$ cat config.mk
export PLATFORM = sky130hd
export DESIGN_NAME = stopwatch_ctrl
export DESIGN_NICKNAME = d
export VERILOG_FILES = /design/src/rtl/stopwatch_pkg.sv /design/src/rtl/stopwatch_button_debounce.sv /design/src/rtl/stopwatch_ctrl.sv
export SDC_FILE = /design/constraint.sdc
export NUM_CORES = 1
export LEC_CHECK = 0
export ABC_CLOCK_PERIOD_IN_PS = 2260
export CAP_MARGIN = 20
export CORE_MARGIN = 2
export CORE_UTILIZATION = 62
export DETAILED_ROUTE_END_ITERATION = 12
export DONT_BUFFER_PORTS = 1
export PLACE_DENSITY = 0.86
export SLEW_MARGIN = 25
export SYNTH_ARGS = -nofsm -noshare
export SYNTH_HDL_FRONTEND = slang
export SYNTH_HIERARCHICAL = 1
export SYNTH_SLANG_ARGS = --single-unit
$ cat constraint.sdc
create_clock -name CP -period 2.26 [get_ports CP]
set_input_delay 0.452 -clock CP [delete_from_list [all_inputs] [get_ports CP]]
set_output_delay 0.452 -clock CP [all_outputs]
set_load 0.02 [all_outputs]
$ cat src/rtl/stopwatch_pkg.sv
`default_nettype none
// +----------------------------------------------------------------------+
// | Module      : stopwatch_pkg                                          |
// | Description : Shared state encoding, BCD digit limits and time-      |
// |               register helpers for the stopwatch controller.         |
// | Revision    : 1.0 - initial release                                  |
// +----------------------------------------------------------------------+
package stopwatch_pkg;

  // 2'b11 is deliberately left unused; the FSM recovers from it to IDLE.
  typedef enum logic [1:0] {
    ST_IDLE  = 2'b00,
    ST_RUN   = 2'b01,
    ST_PAUSE = 2'b10
  } state_e;

  localparam logic [3:0] DIG_MAX   = 4'd9;
  localparam logic [3:0] SEC_T_MAX = 4'd5;

  typedef struct packed {
    logic [3:0] sec_t;
    logic [3:0] sec_u;
    logic [3:0] cs_t;
    logic [3:0] cs_u;
  } time_t;

  // True when the display reads 59.99, the last representable value.
  function automatic logic time_is_max(input time_t t);
    return (t.sec_t == SEC_T_MAX) && (t.sec_u == DIG_MAX) &&
           (t.cs_t == DIG_MAX) && (t.cs_u == DIG_MAX);
  endfunction

  // One-centisecond BCD increment with ripple carry; saturates sec_t at 5.
  function automatic time_t bcd_inc(input time_t t);
    time_t r;
    r = t;
    if (t.cs_u != DIG_MAX) begin
      r.cs_u = t.cs_u + 4'd1;
    end else begin
      r.cs_u = 4'd0;
      if (t.cs_t != DIG_MAX) begin
        r.cs_t = t.cs_t + 4'd1;
      end else begin
        r.cs_t = 4'd0;
        if (t.sec_u != DIG_MAX) begin
          r.sec_u = t.sec_u + 4'd1;
        end else begin
          r.sec_u = 4'd0;
          if (t.sec_t != SEC_T_MAX) r.sec_t = t.sec_t + 4'd1;
        end
      end
    end
    return r;
  endfunction

endpackage
`default_nettype wire

$ cat src/rtl/stopwatch_button_debounce.sv
`default_nettype none
// +----------------------------------------------------------------------+
// | Module      : button_debounce                                        |
// | Description : Two-flop synchroniser, stability counter and one-cycle |
// |               press pulse for an active-low front-panel button.      |
// | Revision    : 1.0 - initial release                                  |
// +----------------------------------------------------------------------+
module button_debounce #(
  parameter int DEB_N = 4
) (
  input  logic clk_i,
  input  logic rst_n_i,
  input  logic btn_n_i,
  output logic press_o
);

  // Counter spans 0..DEB_N-1; the DEB_N-th disagreeing sample commits.
  localparam int              CNT_W    = (DEB_N < 2) ? 1 : $clog2(DEB_N);
  localparam logic [CNT_W-1:0] CNT_LAST = CNT_W'(DEB_N - 1);

  logic             sync1_q;
  logic             sync2_q;
  logic             level_q;
  logic             level_d;
  logic             press_q;
  logic             press_d;
  logic [CNT_W-1:0] cnt_q;
  logic [CNT_W-1:0] cnt_d;

  // Accept a new level after DEB_N consecutive disagreeing samples; flag 1->0 only.
  always_comb begin
    level_d = level_q;
    cnt_d   = '0;
    press_d = 1'b0;
    if (sync2_q != level_q) begin
      if (cnt_q == CNT_LAST) begin
        level_d = sync2_q;
        press_d = ~sync2_q;
      end else begin
        cnt_d = cnt_q + 1'b1;
      end
    end
  end

  // Synchroniser and debounce state; reset presets everything to "released".
  always_ff @(posedge clk_i) begin
    if (!rst_n_i) begin
      sync1_q <= 1'b1;
      sync2_q <= 1'b1;
      level_q <= 1'b1;
      cnt_q   <= '0;
      press_q <= 1'b0;
    end else begin
      sync1_q <= btn_n_i;
      sync2_q <= sync1_q;
      level_q <= level_d;
      cnt_q   <= cnt_d;
      press_q <= press_d;
    end
  end

  assign press_o = press_q;

endmodule
`default_nettype wire

$ cat src/rtl/stopwatch_ctrl.sv
`default_nettype none
// +----------------------------------------------------------------------+
// | Module      : stopwatch_ctrl                                         |
// | Description : Run/pause/clear FSM, centisecond prescaler and SS.CC   |
// |               BCD time register for the stopwatch display path.      |
// | Revision    : 1.0 - initial release                                  |
// +----------------------------------------------------------------------+
module stopwatch_ctrl #(
  parameter int TICK_DIV = 10000,
  parameter int DEB_N    = 4
) (
  input  logic       CP,
  input  logic       invCR,
  input  logic       invSS,
  input  logic       invCLR,
  output logic [3:0] sec_t,
  output logic [3:0] sec_u,
  output logic [3:0] cs_t,
  output logic [3:0] cs_u,
  output logic       running,
  output logic       ovf
);

  import stopwatch_pkg::*;

  localparam int              PRE_W    = $clog2(TICK_DIV);
  localparam logic [PRE_W-1:0] PRE_LAST = PRE_W'(TICK_DIV - 1);

  state_e           state_q;
  state_e           state_d;
  logic [PRE_W-1:0] presc_q;
  logic [PRE_W-1:0] presc_d;
  time_t            time_q;
  time_t            time_d;
  logic             ovf_q;
  logic             ovf_d;
  logic             running_q;
  logic             ss_press;
  logic             clr_press;
  logic             tick;
  logic             at_max;

  button_debounce #(.DEB_N(DEB_N)) u_deb_ss (
    .clk_i   (CP),
    .rst_n_i (invCR),
    .btn_n_i (invSS),
    .press_o (ss_press)
  );

  button_debounce #(.DEB_N(DEB_N)) u_deb_clr (
    .clk_i   (CP),
    .rst_n_i (invCR),
    .btn_n_i (invCLR),
    .press_o (clr_press)
  );

  assign tick   = (state_q == ST_RUN) && (presc_q == PRE_LAST);
  assign at_max = time_is_max(time_q);

  // Next state, prescaler, time and overflow; anything landing in IDLE is cleared.
  always_comb begin
    state_d = state_q;
    presc_d = presc_q;
    time_d  = time_q;
    ovf_d   = ovf_q;
    case (state_q)
      ST_IDLE: begin
        if (ss_press) state_d = ST_RUN;
      end
      ST_RUN: begin
        presc_d = tick ? '0 : presc_q + 1'b1;
        if (tick) begin
          if (at_max) ovf_d  = 1'b1;
          else        time_d = bcd_inc(time_q);
        end
        if (ss_press || (tick && at_max)) state_d = ST_PAUSE;
      end
      ST_PAUSE: begin
        if (clr_press)               state_d = ST_IDLE;
        else if (ss_press && !ovf_q) state_d = ST_RUN;
      end
      default: state_d = ST_IDLE;
    endcase
    if (state_d == ST_IDLE) begin
      presc_d = '0;
      time_d  = '0;
      ovf_d   = 1'b0;
    end
  end

  // Controller registers; running is registered alongside the state.
  always_ff @(posedge CP) begin
    if (!invCR) begin
      state_q   <= ST_IDLE;
      presc_q   <= '0;
      time_q    <= '0;
      ovf_q     <= 1'b0;
      running_q <= 1'b0;
    end else begin
      state_q   <= state_d;
      presc_q   <= presc_d;
      time_q    <= time_d;
      ovf_q     <= ovf_d;
      running_q <= (state_d == ST_RUN);
    end
  end

  assign sec_t   = time_q.sec_t;
  assign sec_u   = time_q.sec_u;
  assign cs_t    = time_q.cs_t;
  assign cs_u    = time_q.cs_u;
  assign running = running_q;
  assign ovf     = ovf_q;

endmodule
`default_nettype wire

==> metrics.csv <==
metric,value,unit
chipWidth,62.7,um
drt_iter0_markers,158,
n_antenna_cell,0,
hold_viol_final,0,
path_max_fanout,6,
max_freq,513,MHz
dp_cells,274,
areaGrowthSynthToFinish,9.38,%
setup_violations,0,
drv_cap,0,
netlist_area,2130,sq um
ir_worst_vdd,0.462,mV
yosysSeqAreaShare,43.1,%
grt_pass1_vias,1512,
gr-usage-all-layers,20.9,%
ys_seq_elements,46,
io_pins,22,
clk-insertion-delay-late,0.37,ns
post-cts-setup-buffers,0,
finClkSkew,0.0138,ns
synth_cells,225,
drt_wl_total,3.81,mm
hold_buffers,0,
r2r-end,sec_u[1]$_SDFFE_PP0P_,
grt_max_degree,17,
cts_tree,done,
synth.distinct_cells,43,
root_buffer,clkbuf_4,
r2r_cells,5,
critPathTopFamily,simple AND/OR/NAND/NOR gates,
min_period,1.95,ns
coreArea,3310,sq um
max_stage_delay,0.45,ns
worstSetupStartpoint,cs_u[2]$_SDFFE_PP0P_,
drt_pass1_iterations,4,
die_h,62.7,um
end_kind,register,
drv_slew,0,
synthArstFlopShare,0,%
synth_warnings,6,
synth_fp_nets,234,
final_util,70.5,%
leakage,0.000787,uW
start_util,64.5,%
worst_pin_slew,0.737,ns
synth_ff_type,dfxtp_1,
cts_buffer_depth,2,
cts_resized,0,
hp-class,in2reg,
placed_cell_area,2230,sq um
setup_tns,0,ns
synth_top_area_share,43.1,%
critPathRequiredTime,2.58,ns
antenna_found_initial,0,
drc,0,
status,"finished, final reports clean",
ant_nets,0,
cts.sinks,46,
drt-wirelength-per-cell,13.5,um
slowest_stage,dfxtp_1,
crit_path_cell_trace,and4bb_2 -> nand4_2 -> or3_4 -> a211o_1 -> a21oi_2,
hpwl,2.64,mm
syn_avg_cell_area,9.49,sq um
rsz0062_at_grt,no,
min_to,u_deb_ss/level_q$_SDFFE_PN1P_,
r2r_start,cs_u[2]$_SDFFE_PP0P_,
yosysMostFrequentCell,dfxtp_1,
cts_buffers,5,
cts_max_level,2,
crit_arrival,2.26,ns
routabilityCongestion,0.830,
hold_depth,1,
hp-start,invCR,
relSlewSlack,50.9,%
synthTopCellsByArea,"dfxtp_1, xnor2_1, nand2_1",
p_total,1440,uW
fp.dieArea,3930,sq um
startpoint_type,register,
yosysTopAreaCell,dfxtp_1,
reg2reg_setup_slack,0.31,ns
crit_buf_inv,0,
clk_pin_slew,0.14,ns
grt_overflow,0,
synth-edff-count,0,
fin_nets,244,
placementRows,21,
grt_pass1_wl,6.51,mm
via_per_inst,5.70,
fin_cells,282,
portBuffers,0,
drive_above_1_share,11.9,%
synth_commonest_cells,"dfxtp_1, nand2_1, nor2_1, xnor2_1, nand2b_1",
fin_area,2330,sq um
finalCritPeriodShare,86.2,%
path_class,reg2reg,
num_vias,1607,
p_per_area,616,nW/um^2
==> cell usage in the layout (no fill, tap or decap), types with 6 or more instances in the layout <==
| cell | count |
|---|---|
| xnor2_1 | 13 |
| mux2i_1 | 8 |
| inv_1 | 7 |
| buf_4 | 6 |
| nand2b_1 | 10 |
| dfxtp_1 | 46 |
| a21oi_1 | 8 |
| nor2_1 | 24 |
| nand2_1 | 26 |
| xor2_1 | 6 |
==> registers in the layout, summed over array words and instances (netlist names), 2 cells and up <==
signal,cells
cs_t,4
sec_t,4
u_deb_ss/cnt_q,2
u_deb_clr/cnt_q,2
presc_q,14
sec_u,4
state_q,2
cs_u,4
==> layout make-up <==
cell class	count	area [sq um]
flip-flops and latches	46	921
clock inverters	3	68.8
inverters	7	26.3
fillers	246	976
well taps	46	57.6
clock buffers	5	37.5
multi-input cells	169	1180
repair buffers	6	45.0
==> per-layer routing <==
layer | track usage (%) | routed length (um)
met1 | 25.8 | 1700
met2 | 33.5 | 1780
met3 | 5.77 | 247
met4 | 10.8 | 72
met5 | 0 | 0
==> worst max-delay path by stage <==
| stage | to | slack (ns) | depth (start not counted) |
|---|---|---|---|
| 2_1_floorplan | sec_u[1]$_SDFFE_PP0P_ | 0.42 | 5 |
| 3_3_place_gp | sec_u[1]$_SDFFE_PP0P_ | 0.37 | 5 |
| 3_5_place_dp | sec_u[1]$_SDFFE_PP0P_ | 0.36 | 5 |
| 4_1_cts | sec_u[1]$_SDFFE_PP0P_ | 0.33 | 5 |
| 5_1_grt | presc_q[4]$_SDFFE_PP0P_ | 0.20 | 4 |
| 6_report | sec_u[1]$_SDFFE_PP0P_ | 0.31 | 5 |
==> power breakdown <==
part / internal [uW] / leakage, uW / switching, uW
clock network: 346 / 0.0000554 / 269
registers: 815 / 0.000372 / 2.15
logic: 4.91 / 0.000360 / 2.11
total: 1170 / 0.000787 / 273
==> metrics by stage <==
step	setup WS [ns]	hold slack, ns
finish	0.312	0.132
global route	0.204	0.118
CTS	0.334	0.116
detailed placement	0.360	0.398
global placement	0.373	0.405
floorplan	0.421	0.386
==> cells by family after synthesis <==
kind of cell	count (synthesis)	synth area share, %
flip-flops	46	43.1
multiplexers	8	3.75
buffers and inverters	10	1.82
AO/OA/AOI/OAI	25	7.39
XOR/XNOR	19	7.80
AND/OR/NAND/NOR	112	33.2
adder cells (fa/ha/maj)	5	2.93
No activity file was read; power rests on OpenSTA's default activity.
